[config.mk]
export PLATFORM = sky130hd
export DESIGN_NAME = modulo_entrada
export DESIGN_NICKNAME = d
export VERILOG_FILES = /design/src/rtl/modulo_entrada.sv
export SDC_FILE = /design/constraint.sdc
export NUM_CORES = 1
export LEC_CHECK = 0
export ABC_AREA = 1
export CORE_AREA = 4 4 64 48
export DETAILED_ROUTE_END_ITERATION = 6
export DIE_AREA = 0 0 68 52
export PLACE_DENSITY = 0.79
export SETUP_SLACK_MARGIN = 0.1
export SLEW_MARGIN = 15
export SYNTH_ARGS = -nofsm -noshare
export SYNTH_HDL_FRONTEND = slang
export SYNTH_SLANG_ARGS = --single-unit
[constraint.sdc]
create_clock -name clk -period 1.95 [get_ports clk]
set_clock_uncertainty 0.05 [all_clocks]
set_input_delay 0.39 -clock clk [delete_from_list [all_inputs] [get_ports clk]]
set_output_delay 0.39 -clock clk [all_outputs]
set_load 0.02 [all_outputs]
[src/rtl/modulo_entrada.sv]
// Input conditioning for the processor: synchronises the push-button and slide switches
// to clk, debounces the button and emits one enter pulse with the captured switch word.
module modulo_entrada #(
  parameter int DEBOUNCE_CYCLES = 16,
  parameter int DATA_W          = 9
) (
  input  logic              clk,
  input  logic              rst_n,
  input  logic              key_n,
  input  logic [DATA_W-1:0] sw,
  output logic              enter,
  output logic [DATA_W-1:0] dados,
  output logic              pressionado
);

  localparam int CW = $clog2(DEBOUNCE_CYCLES + 1);
  localparam logic [CW-1:0] CNT_MAX = CW'(DEBOUNCE_CYCLES);
  localparam logic [CW-1:0] CNT_ONE = CW'(1);

  typedef enum logic [1:0] {IDLE, ARMING, PRESSED, RELEASING} state_t;

  logic              k1_q, k2_q;
  logic [DATA_W-1:0] s1_q, s2_q;
  state_t            state_q, state_d;
  logic [CW-1:0]     cnt_q, cnt_d, cnt_inc;
  logic              enter_q, enter_d;
  logic [DATA_W-1:0] dados_q, dados_d;

  // Two-flop synchronisers; the key idles released so reset looks like "not pressed".
  always_ff @(posedge clk or negedge rst_n) begin
    if (!rst_n) begin
      k1_q <= 1'b1;
      k2_q <= 1'b1;
      s1_q <= '0;
      s2_q <= '0;
    end else begin
      k1_q <= key_n;
      k2_q <= k1_q;
      s1_q <= sw;
      s2_q <= s1_q;
    end
  end

  always_ff @(posedge clk or negedge rst_n) begin
    if (!rst_n) begin
      state_q <= IDLE;
      cnt_q   <= '0;
      enter_q <= 1'b0;
      dados_q <= '0;
    end else begin
      state_q <= state_d;
      cnt_q   <= cnt_d;
      enter_q <= enter_d;
      dados_q <= dados_d;
    end
  end

  assign cnt_inc = (cnt_q == CNT_MAX) ? cnt_q : cnt_q + CNT_ONE;

  always_comb begin
    state_d = state_q;
    cnt_d   = cnt_q;
    enter_d = 1'b0;
    dados_d = dados_q;
    unique case (state_q)
      IDLE: begin
        if (!k2_q) begin
          state_d = ARMING;
          cnt_d   = CNT_ONE;
        end
      end
      ARMING: begin
        if (k2_q) begin
          state_d = IDLE;
          cnt_d   = '0;
        end else if (cnt_q == CNT_MAX) begin
          state_d = PRESSED;
          cnt_d   = '0;
          enter_d = 1'b1;
          dados_d = s2_q;
        end else begin
          cnt_d = cnt_inc;
        end
      end
      PRESSED: begin
        if (k2_q) begin
          state_d = RELEASING;
          cnt_d   = CNT_ONE;
        end
      end
      RELEASING: begin
        // A low sample here is release bounce: back to PRESSED without a new pulse.
        if (!k2_q) begin
          state_d = PRESSED;
          cnt_d   = '0;
        end else if (cnt_q == CNT_MAX) begin
          state_d = IDLE;
          cnt_d   = '0;
        end else begin
          cnt_d = cnt_inc;
        end
      end
      default: begin
        state_d = IDLE;
        cnt_d   = '0;
      end
    endcase
  end

  always_comb begin
    enter       = enter_q;
    dados       = dados_q;
    pressionado = (state_q == PRESSED) || (state_q == RELEASING);
  end

endmodule
Word level (Yosys, flattened, before mapping)
Cells that the tools add are included.

Equality and inequality tests: 8. Add/subtract/negate cells: 1. Magnitude comparators: 0. Reduce and logical (&&, ||, !) cells: 5. Bitwise logic cells: 1. Mux-type cells: 16. Divide/modulo/power cells: 0. Shifts and indexed selects: 0. Multiply operators: 0.

Operator list (number): $mux W5 (5); $pmux W5 S4 (1); $mux W2 (6); $pmux W2 S4 (1); $ne A3 B3 Y1 const B (2); $add A5 B1 Y5 const B (1); $eq A5 B5 Y1 const B (1); $eq A2 B2 Y1 const B (2); $ne A2 B2 Y1 const B (2); $reduce_and A4 Y1 (1); $mux W1 (3); $reduce_and A3 Y1 (1); $eq A2 B1 Y1 const B (1); $logic_not A2 Y1 (1); $reduce_and A2 Y1 (1); $logic_or A1 B1 Y1 (1); $not A1 Y1 (1).

Register bits: 37. Logic and storage cells: 39. Bits in latches: 0. Memory bits (read-only): 0. Input port bits: 12. Memory bits (writable): 0. Output and inout bits: 11. Memories: 0.

Depth between registers and ports, before layout
Gate-level depths: netlist (run 1).

Depth after elaboration: 4. Gate-level depth with buffers: 8. Gate-level depth less buffers: 8.

Worst setup path after synthesis (run 1)
OpenSTA, ideal clock, no wires.

Path type: register to register. Start point: register cnt_q[0]. End point: register dados_q[0], in the netlist dados[0]. Cell stages (with the launch flop): 9. Library setup time: 65 ps. Buffers on the path: 0. Slack: 725 ps. Data required time: 1835 ps. Data arrival time: 1110 ps. Clock period less this slack: 1225 ps. Cells stage by stage: dfrtp_1 inv_1 ha_1 nand2_1 nor2_2 nand2_4 clkinv_4 nand2_1 nand2_1.

Cells in the longest elaborated chain, start to end: 2.

Ends and longest elaborated chain: from (decl) (line 25) `logic [CW-1:0] cnt_q, cnt_d, cnt_inc;`; from (signal assigned) (line 52) `cnt_q <= cnt_d;`; $eq A5 B5 Y1 (line 76) `end else if (cnt_q == CNT_MAX) begin`; $reduce_and A3 Y1 (no source line); to (signal assigned) (line 54) `dados_q <= dados_d;`; to (decl) (line 27) `logic [DATA_W-1:0] dados_q, dados_d;`.

No other way between the ends. A chain may end at the register's enable or synchronous reset.

Final worst setup path (run 1)
Start point: register dados_q[1], in the netlist dados[1]. End point: output dados[1].

RTL lines: to (decl) (line 12) `output logic [DATA_W-1:0] dados,`.

No word-level cell between the ends.

==> load_flow_metrics.sql, run 1 <==
INSERT INTO impl_metrics (metric_group, metric, value, unit) VALUES
('critical_path', 'path_delay_family', 'buffers and inverters', ''),
('route', 'detail_route.first_pass.iterations', '4', ''),
('clock_network', 'cts_post_setup_buffers_inserted', '0', ''),
('grt', 'globalRouteOverflowTotal', '0', ''),
('clock_network', 'clk_root_buffer_cell', 'sky130_fd_sc_hd__clkbuf_4', ''),
('yosys', 'synth_enable_flop_cells', '0', ''),
('clock_network', 'cts_tree', 'yes', ''),
('route', 'detail_route.iter0.violations', '49', ''),
('critical_path', 'crit_chain', 'clkdlybuf4s50_1', ''),
('timing', 'setup_total_negative_slack', '0', 'ps'),
('timing', 'max_freq', '0.5676', 'GHz'),
('critical_path', 'endpoint_kind', 'primary output', ''),
('route', 'vias', '817', ''),
('die', 'fp-row-count', '15', ''),
('timing', 'rsz0062_at_grt', 'false', ''),
('clock_network', 'clock_tree.htree_level_count', '2', ''),
('critical_path', 'critical_path_class', 'reg2out', ''),
('power_and_ir_drop', 'cellPowerDensity', '948.1', 'nW/um2'),
('route', 'detail_route.wirelength', '2.065', 'mm'),
('route', 'drt-wirelength-per-cell', '11.73', 'um'),
('yosys', 'syn-cell-area', '1277', 'um2'),
('critical_path', 'crit_path_max_incr_delay', '630', 'ps'),
('yosys', 'synth-warning-count', '0', ''),
('grt', 'grt_pass1_wl', '3.394', 'mm'),
('cells_and_area', 'syn_to_final_growth', '24.68', '%'),
('clock_network', 'numClockSinks', '37', ''),
('critical_path', 'cp.arrival', '1320', 'ps'),
('outcome', 'status', 'finished, final reports clean', ''),
('cells_and_area', 'antenna_cells_inserted', '0', ''),
('flow_run', 'drv_cap', '0', ''),
('die', 'die_h', '52', 'um'),
('clock_network', 'clock_latency', '320', 'ps'),
('yosys', 'synthesis.instances', '112', ''),
('clock_network', 'cts-buffers-inserted', '5', ''),
('die', 'pin_count', '23', ''),
('route', 'drc_violation_count_after_routing', '0', ''),
('die', 'floorplan.die.width', '68', 'um'),
('cells_and_area', 'drive_gt1_share', '12.68', '%'),
('yosys', 'synthesis.area_per_instance', '11.41', 'um2'),
('grt', 'pin_count_of_the_biggest_net_entering_global_routing', '38', ''),
('yosys', 'ys_async_sr_fraction', '100.0', '%'),
('grt', 'grt_antenna_before_repair', '0', ''),
('route', 'average_vias_per_placed_instance', '4.642', ''),
('cells_and_area', 'stdcell_area', '1593', 'um2'),
('timing', 'setup-violations-final', '0', ''),
('yosys', 'yosys_most_used_dff', 'sky130_fd_sc_hd__dfrtp_1', ''),
('critical_path', 'worstSetupStartpointType', 'flop', ''),
('timing', 'hold_viol_final', '0', ''),
('grt', 'track_usage', '13.60', '%'),
('critical_path', 'crit_fanout', '2', ''),
('yosys', 'synth.yosys.seq_area_share', '72.67', '%'),
('timing', 'finalMaxSlewViolations', '0', ''),
('timing', 'worst_slew_pin_slew', '442.6', 'ps'),
('power_and_ir_drop', 'ir_worst_vdd', '0.7547', 'mV'),
('cells_and_area', 'layout.nets', '155', ''),
('route', 'ant_nets', '0', ''),
('die', 'dieArea', '3536', 'um2'),
('timing', 'slew_headroom', '70.50', '%'),
('place', 'place.detailed.hpwl', '1.531', 'mm'),
('place', 'dpl-instance-area', '1539', 'um2'),
('yosys', 'ys_ff_latch', '37', ''),
('yosys', 'synthesis.nets', '126', ''),
('place', 'place.port_buffers', '22', ''),
('clock_network', 'max-clock-path-buffers', '2', ''),
('clock_network', 'cts-hold-fix-buffers', '0', ''),
('yosys', 'synth_cell_type_count', '17', ''),
('timing', 'min_period_over_period', '90.34', '%'),
('timing', 'period_minus_slack', '1762', 'ps'),
('power_and_ir_drop', 'p_leak', '0.8025', 'nW'),
('hold_path', 'classification_of_the_worst_slack_hold_path', 'in2async', ''),
('critical_path', 'timing.critical_path.slowest_stage_cell', 'sky130_fd_sc_hd__clkdlybuf4s50_1', ''),
('critical_path', 'critPathBufInv', '1', ''),
('clock_network', 'clkTransAtPathRegs', '100', 'ps'),
('place', 'place_congestion', '0.7766', ''),
('grt', 'first_global_vias', '779', ''),
('die', 'area_of_the_core', '2440', 'um2'),
('critical_path', 'required', '1510', 'ps'),
('die', 'initial_core_util', '52.36', '%');
-- layout by cell type, fill, tap and decap left out, types with 2 or more instances in the layout --
cell	instances
sky130_fd_sc_hd__inv_1	6
sky130_fd_sc_hd__nand2_1	43
sky130_fd_sc_hd__clkdlybuf4s50_1	20
sky130_fd_sc_hd__o21ai_0	3
sky130_fd_sc_hd__xor2_1	2
sky130_fd_sc_hd__ha_1	2
sky130_fd_sc_hd__clkbuf_4	5
sky130_fd_sc_hd__nand3_1	5
sky130_fd_sc_hd__inv_2	2
sky130_fd_sc_hd__clkinv_2	2
sky130_fd_sc_hd__dfstp_2	2
sky130_fd_sc_hd__dfrtp_1	35
sky130_fd_sc_hd__nor2_2	3
sky130_fd_sc_hd__a21oi_1	3
-- where the power goes --
part           total [mW]  switching (mW)  internal, mW
clock               0.357           0.220         0.137
combinational       0.258           0.155         0.103
sequential          0.894          0.0629         0.832
total                1.51           0.438          1.07
-- registers in the layout, indices dropped and copies added (netlist names), named ones only --
name	count
k1_q	1
k2_q	1
s1_q	9
enter	1
dados	9
state_q	1
cnt_q	5
s2_q	9
-- synth_stat cells, types with 2 or more instances --
| library cell | n | share of area (%) |
|---|---|---|
| sky130_fd_sc_hd__inv_2 | 2 | 0.59 |
| sky130_fd_sc_hd__inv_1 | 6 | 1.8 |
| sky130_fd_sc_hd__ha_1 | 2 | 2.0 |
| sky130_fd_sc_hd__nand2_1 | 43 | 13 |
| sky130_fd_sc_hd__nand3_1 | 5 | 2.0 |
| sky130_fd_sc_hd__dfstp_2 | 2 | 4.1 |
| sky130_fd_sc_hd__o21ai_0 | 3 | 1.2 |
| sky130_fd_sc_hd__a21oi_1 | 3 | 1.2 |
| sky130_fd_sc_hd__dfrtp_1 | 35 | 69 |
| sky130_fd_sc_hd__xor2_1 | 2 | 1.4 |
| sky130_fd_sc_hd__nor2_2 | 3 | 1.5 |
-- path summary, 6_finish.rpt --
kind	startpoint	to	slack, ps	cells after the start
setup reg to reg	cnt_q[0]	dados[8]	520	8
max in group asynchronous	rst_n	k1_q	1480	2
min in group clk	s1_q[8]	s2_q[8]	310	0
setup / recovery	dados[1]	dados[1]	190	1
hold / removal	rst_n	asynchronous set/reset pin	30	2
hold reg to reg	s1_q[8]	s2_q[8]	310	0
-- per-stage QoR --
step / setup slack, ps / hold slack, ps / std cells / utilization (%) / power [mW]
5_1_grt: 153.0 / 58.03 / 176 / 65.28 / 1.608
3_3_place_gp: 522.6 / 281.4 / 168 / 63.08 / 1.145
6_report: 188.3 / 33.46 / 176 / 65.28 / 1.510
4_1_cts: 133.8 / 43.00 / 176 / 65.18 / 1.533
2_1_floorplan: 724.8 / 44.41 / 112 / - / 1.065
3_5_place_dp: 501.2 / 285.8 / 168 / 63.08 / 1.176
-- cell families (layout without fill, tap and decap cells) --
| group | Yosys count | in the layout | share of synthesized area (%) |
|---|---|---|---|
| buf+inv | 10 | 40 | 3.330 |
| compound gates | 7 | 7 | 2.741 |
| simple gates | 53 | 53 | 17.24 |
| fa+ha+maj | 2 | 2 | 1.959 |
| xor+xnor | 3 | 3 | 2.057 |
| flops | 37 | 37 | 72.67 |
-- layout make-up --
class / instances / area [um2]
Timing Repair Buffer: 23 / 225.2
Inverter: 9 / 38.79
Sequential cell: 37 / 928.4
Clock buffer: 6 / 41.29
Multi-Input combinational cell: 65 / 306.5
Tap cell: 34 / 42.54
Fill cell: 190 / 847.1
Clock inverter: 2 / 10.01
-- metal layers --
metal  routed length [um]  GRT usage, %
met1                  868         16.29
met2                 1021         22.24
met3                  153         5.832
met4                   22         3.960
met5                    0             0
-- timing repair --
| action | 4_1_cts | 5_1_grt |
|---|---|---|
| hold endpoints to repair | 0 | 0 |
| setup endpoints to repair | 0 | 1 |
| resized for setup | 0 | 1 |
(Power assumes the default switching activity.)
==> run 2: changes to the inputs <==
- CAP_MARGIN: default -> 20
- CORE_AREA: 4 4 64 48 -> 4 4 77 57
- DIE_AREA: 0 0 68 52 -> 0 0 81 61
- PLACE_DENSITY: 0.79 -> default
==> run 2 against run 1 <==
- fmax about the same
- largest cell class unchanged
- sequential share of layout area down 2.2 points
- wire length up 1.6%
- non-clock buffer count unchanged
- first-iteration DRC count down 24%
- flip-flop and latch count unchanged
- die area up 40%
==> load_flow_metrics.sql, run 2 (same netlist as run 1, synthesis figures left out) <==
INSERT INTO impl_metrics (metric_group, metric, value, unit) VALUES
('critical_path', 'crit_chain', 'clkdlybuf4s50_1', ''),
('die', 'die_h', '61', 'um'),
('cells_and_area', 'syn_to_final_growth', '29.48', '%'),
('die', 'pin_count', '23', ''),
('power_and_ir_drop', 'cellPowerDensity', '1016', 'nW/um2'),
('critical_path', 'required', '1510', 'ps'),
('die', 'dieArea', '4941', 'um2'),
('route', 'detail_route.first_pass.iterations', '2', ''),
('timing', 'worst_slew_pin_slew', '432.7', 'ps'),
('cells_and_area', 'drive_gt1_share', '11.27', '%'),
('timing', 'finalMaxSlewViolations', '0', ''),
('flow_run', 'drv_cap', '0', ''),
('timing', 'setup_total_negative_slack', '0', 'ps'),
('clock_network', 'cts_post_setup_buffers_inserted', '0', ''),
('critical_path', 'endpoint_kind', 'primary output', ''),
('timing', 'min_period_over_period', '90.39', '%'),
('grt', 'grt_pass1_wl', '3.567', 'mm'),
('power_and_ir_drop', 'ir_worst_vdd', '0.5883', 'mV'),
('route', 'detail_route.wirelength', '2.098', 'mm'),
('clock_network', 'post_cts_resize_count', '0', ''),
('timing', 'period_minus_slack', '1763', 'ps'),
('critical_path', 'ff2ff_path_depth', '8', ''),
('outcome', 'status', 'finished, final reports clean', ''),
('clock_network', 'clock_tree.htree_level_count', '2', ''),
('grt', 'globalRouteOverflowTotal', '0', ''),
('die', 'floorplan.die.width', '81', 'um'),
('critical_path', 'worst_r2r_endpoint', 'dados[4]', ''),
('die', 'initial_core_util', '35.90', '%'),
('critical_path', 'worst_reg_to_reg_setup_slack', '520', 'ps'),
('die', 'fp-row-count', '18', ''),
('critical_path', 'worstSetupStartpointType', 'flop', ''),
('place', 'place_congestion', '0.6559', ''),
('route', 'drc_violation_count_after_routing', '0', ''),
('hold_path', 'whs_path_depth', '0', ''),
('critical_path', 'critical_path_class', 'reg2out', ''),
('clock_network', 'cts_tree', 'yes', ''),
('critical_path', 'crit_fanout', '5', ''),
('hold_path', 'timing.hold.worst.start', 's1_q[1]', ''),
('critical_path', 'crit_path_max_incr_delay', '630', 'ps'),
('timing', 'rsz0062_at_grt', 'false', ''),
('route', 'average_vias_per_placed_instance', '4.297', ''),
('power_and_ir_drop', 'p_leak', '0.8072', 'nW'),
('grt', 'first_global_vias', '828', ''),
('critical_path', 'timing.critical_path.slowest_stage_cell', 'sky130_fd_sc_hd__clkdlybuf4s50_1', ''),
('grt', 'pin_count_of_the_biggest_net_entering_global_routing', '38', ''),
('hold_path', 'classification_of_the_worst_slack_hold_path', 'reg2reg', ''),
('timing', 'hold_viol_final', '0', ''),
('grt', 'grt_antenna_before_repair', '0', ''),
('grt', 'track_usage', '10.14', '%'),
('critical_path', 'cp.arrival', '1320', 'ps'),
('cells_and_area', 'layout.nets', '155', ''),
('cells_and_area', 'layout.cells.most_common', 'sky130_fd_sc_hd__nand2_1', ''),
('timing', 'setup-violations-final', '0', ''),
('die', 'area_of_the_core', '3558', 'um2'),
('route', 'detail_route.iter0.violations', '37', ''),
('hold_path', 'worst_hold_path.endpoint', 's2_q[1]', ''),
('timing', 'finalHoldWorstSlack', '298.9', 'ps'),
('route', 'ant_nets', '0', ''),
('route', 'drt-wirelength-per-cell', '10.93', 'um'),
('cells_and_area', 'most_used_cells_in_the_layout_excluding_fill_and_tap_cells', 'sky130_fd_sc_hd__nand2_1, sky130_fd_sc_hd__dfrtp_1, sky130_fd_sc_hd__clkdlybuf4s50_1', ''),
('cells_and_area', 'antenna_cells_inserted', '0', ''),
('clock_network', 'numClockSinks', '37', ''),
('clock_network', 'cts-buffers-inserted', '5', ''),
('place', 'place.port_buffers', '22', ''),
('clock_network', 'clk_root_buffer_cell', 'sky130_fd_sc_hd__clkbuf_8', ''),
('clock_network', 'max-clock-path-buffers', '2', ''),
('place', 'place.detailed.hpwl', '1.477', 'mm'),
('route', 'vias', '825', ''),
('critical_path', 'start_of_the_worst_register_to_register_path', 'cnt_q[0]', ''),
('critical_path', 'path_delay_family', 'buffers and inverters', ''),
('timing', 'slew_headroom', '71.15', '%'),
('critical_path', 'critPathBufInv', '1', ''),
('timing', 'max_freq', '0.5673', 'GHz'),
('clock_network', 'cts-hold-fix-buffers', '0', ''),
('clock_network', 'clkTransAtPathRegs', '70', 'ps'),
('clock_network', 'clock_latency', '290', 'ps');
-- run 2: layout make-up --
class	count	area, um2
fillers	358	1904
flip-flops and latches	37	928.4
multi-input cells	65	306.5
repair buffers	23	227.7
clock buffers	8	90.09
well taps	50	62.56
inverters	9	38.79
-- run 2: through the flow --
stage	cells	instance area (um2)	power, mW	utilization [%]	worst slack, ps
2_1_floorplan	112	1277	1.065	-	724.8
3_3_place_gp	184	1564	1.152	43.95	512.5
3_5_place_dp	184	1564	1.161	43.95	501.1
4_1_cts	192	1654	1.702	46.48	171.3
5_1_grt	192	1654	1.791	46.48	127.8
6_report	192	1654	1.681	46.48	187.3
-- run 2: worst max path at each step --
stage / slack (ps) / start / cells after the start / to
6_report: 190 / flop / 1 / pressionado
5_1_grt: 130 / flop / 1 / pressionado
4_1_cts: 170 / flop / 1 / pressionado
3_5_place_dp: 500 / flop / 1 / pressionado
3_3_place_gp: 510 / flop / 1 / pressionado
2_1_floorplan: 720 / cnt_q[0] / 8 / dados[0]
-- run 2: where the power goes --
| part | internal (mW) | total [mW] | switching [mW] |
|---|---|---|---|
| Sequential | 0.833 | 0.896 | 0.0629 |
| Clock | 0.288 | 0.534 | 0.246 |
| Combinational | 0.105 | 0.251 | 0.147 |
-- run 2: per-layer routing --
| layer | share of wire, % | global-route usage, % | up-vias |
|---|---|---|---|
| met5 | 0 | 0 | - |
| met4 | 3.4 | 8.675 | 0 |
| met3 | 5.3 | 3.116 | 9 |
| met2 | 46 | 15.91 | 19 |
| met1 | 46 | 11.49 | 396 |
| li1 | - | - | 401 |
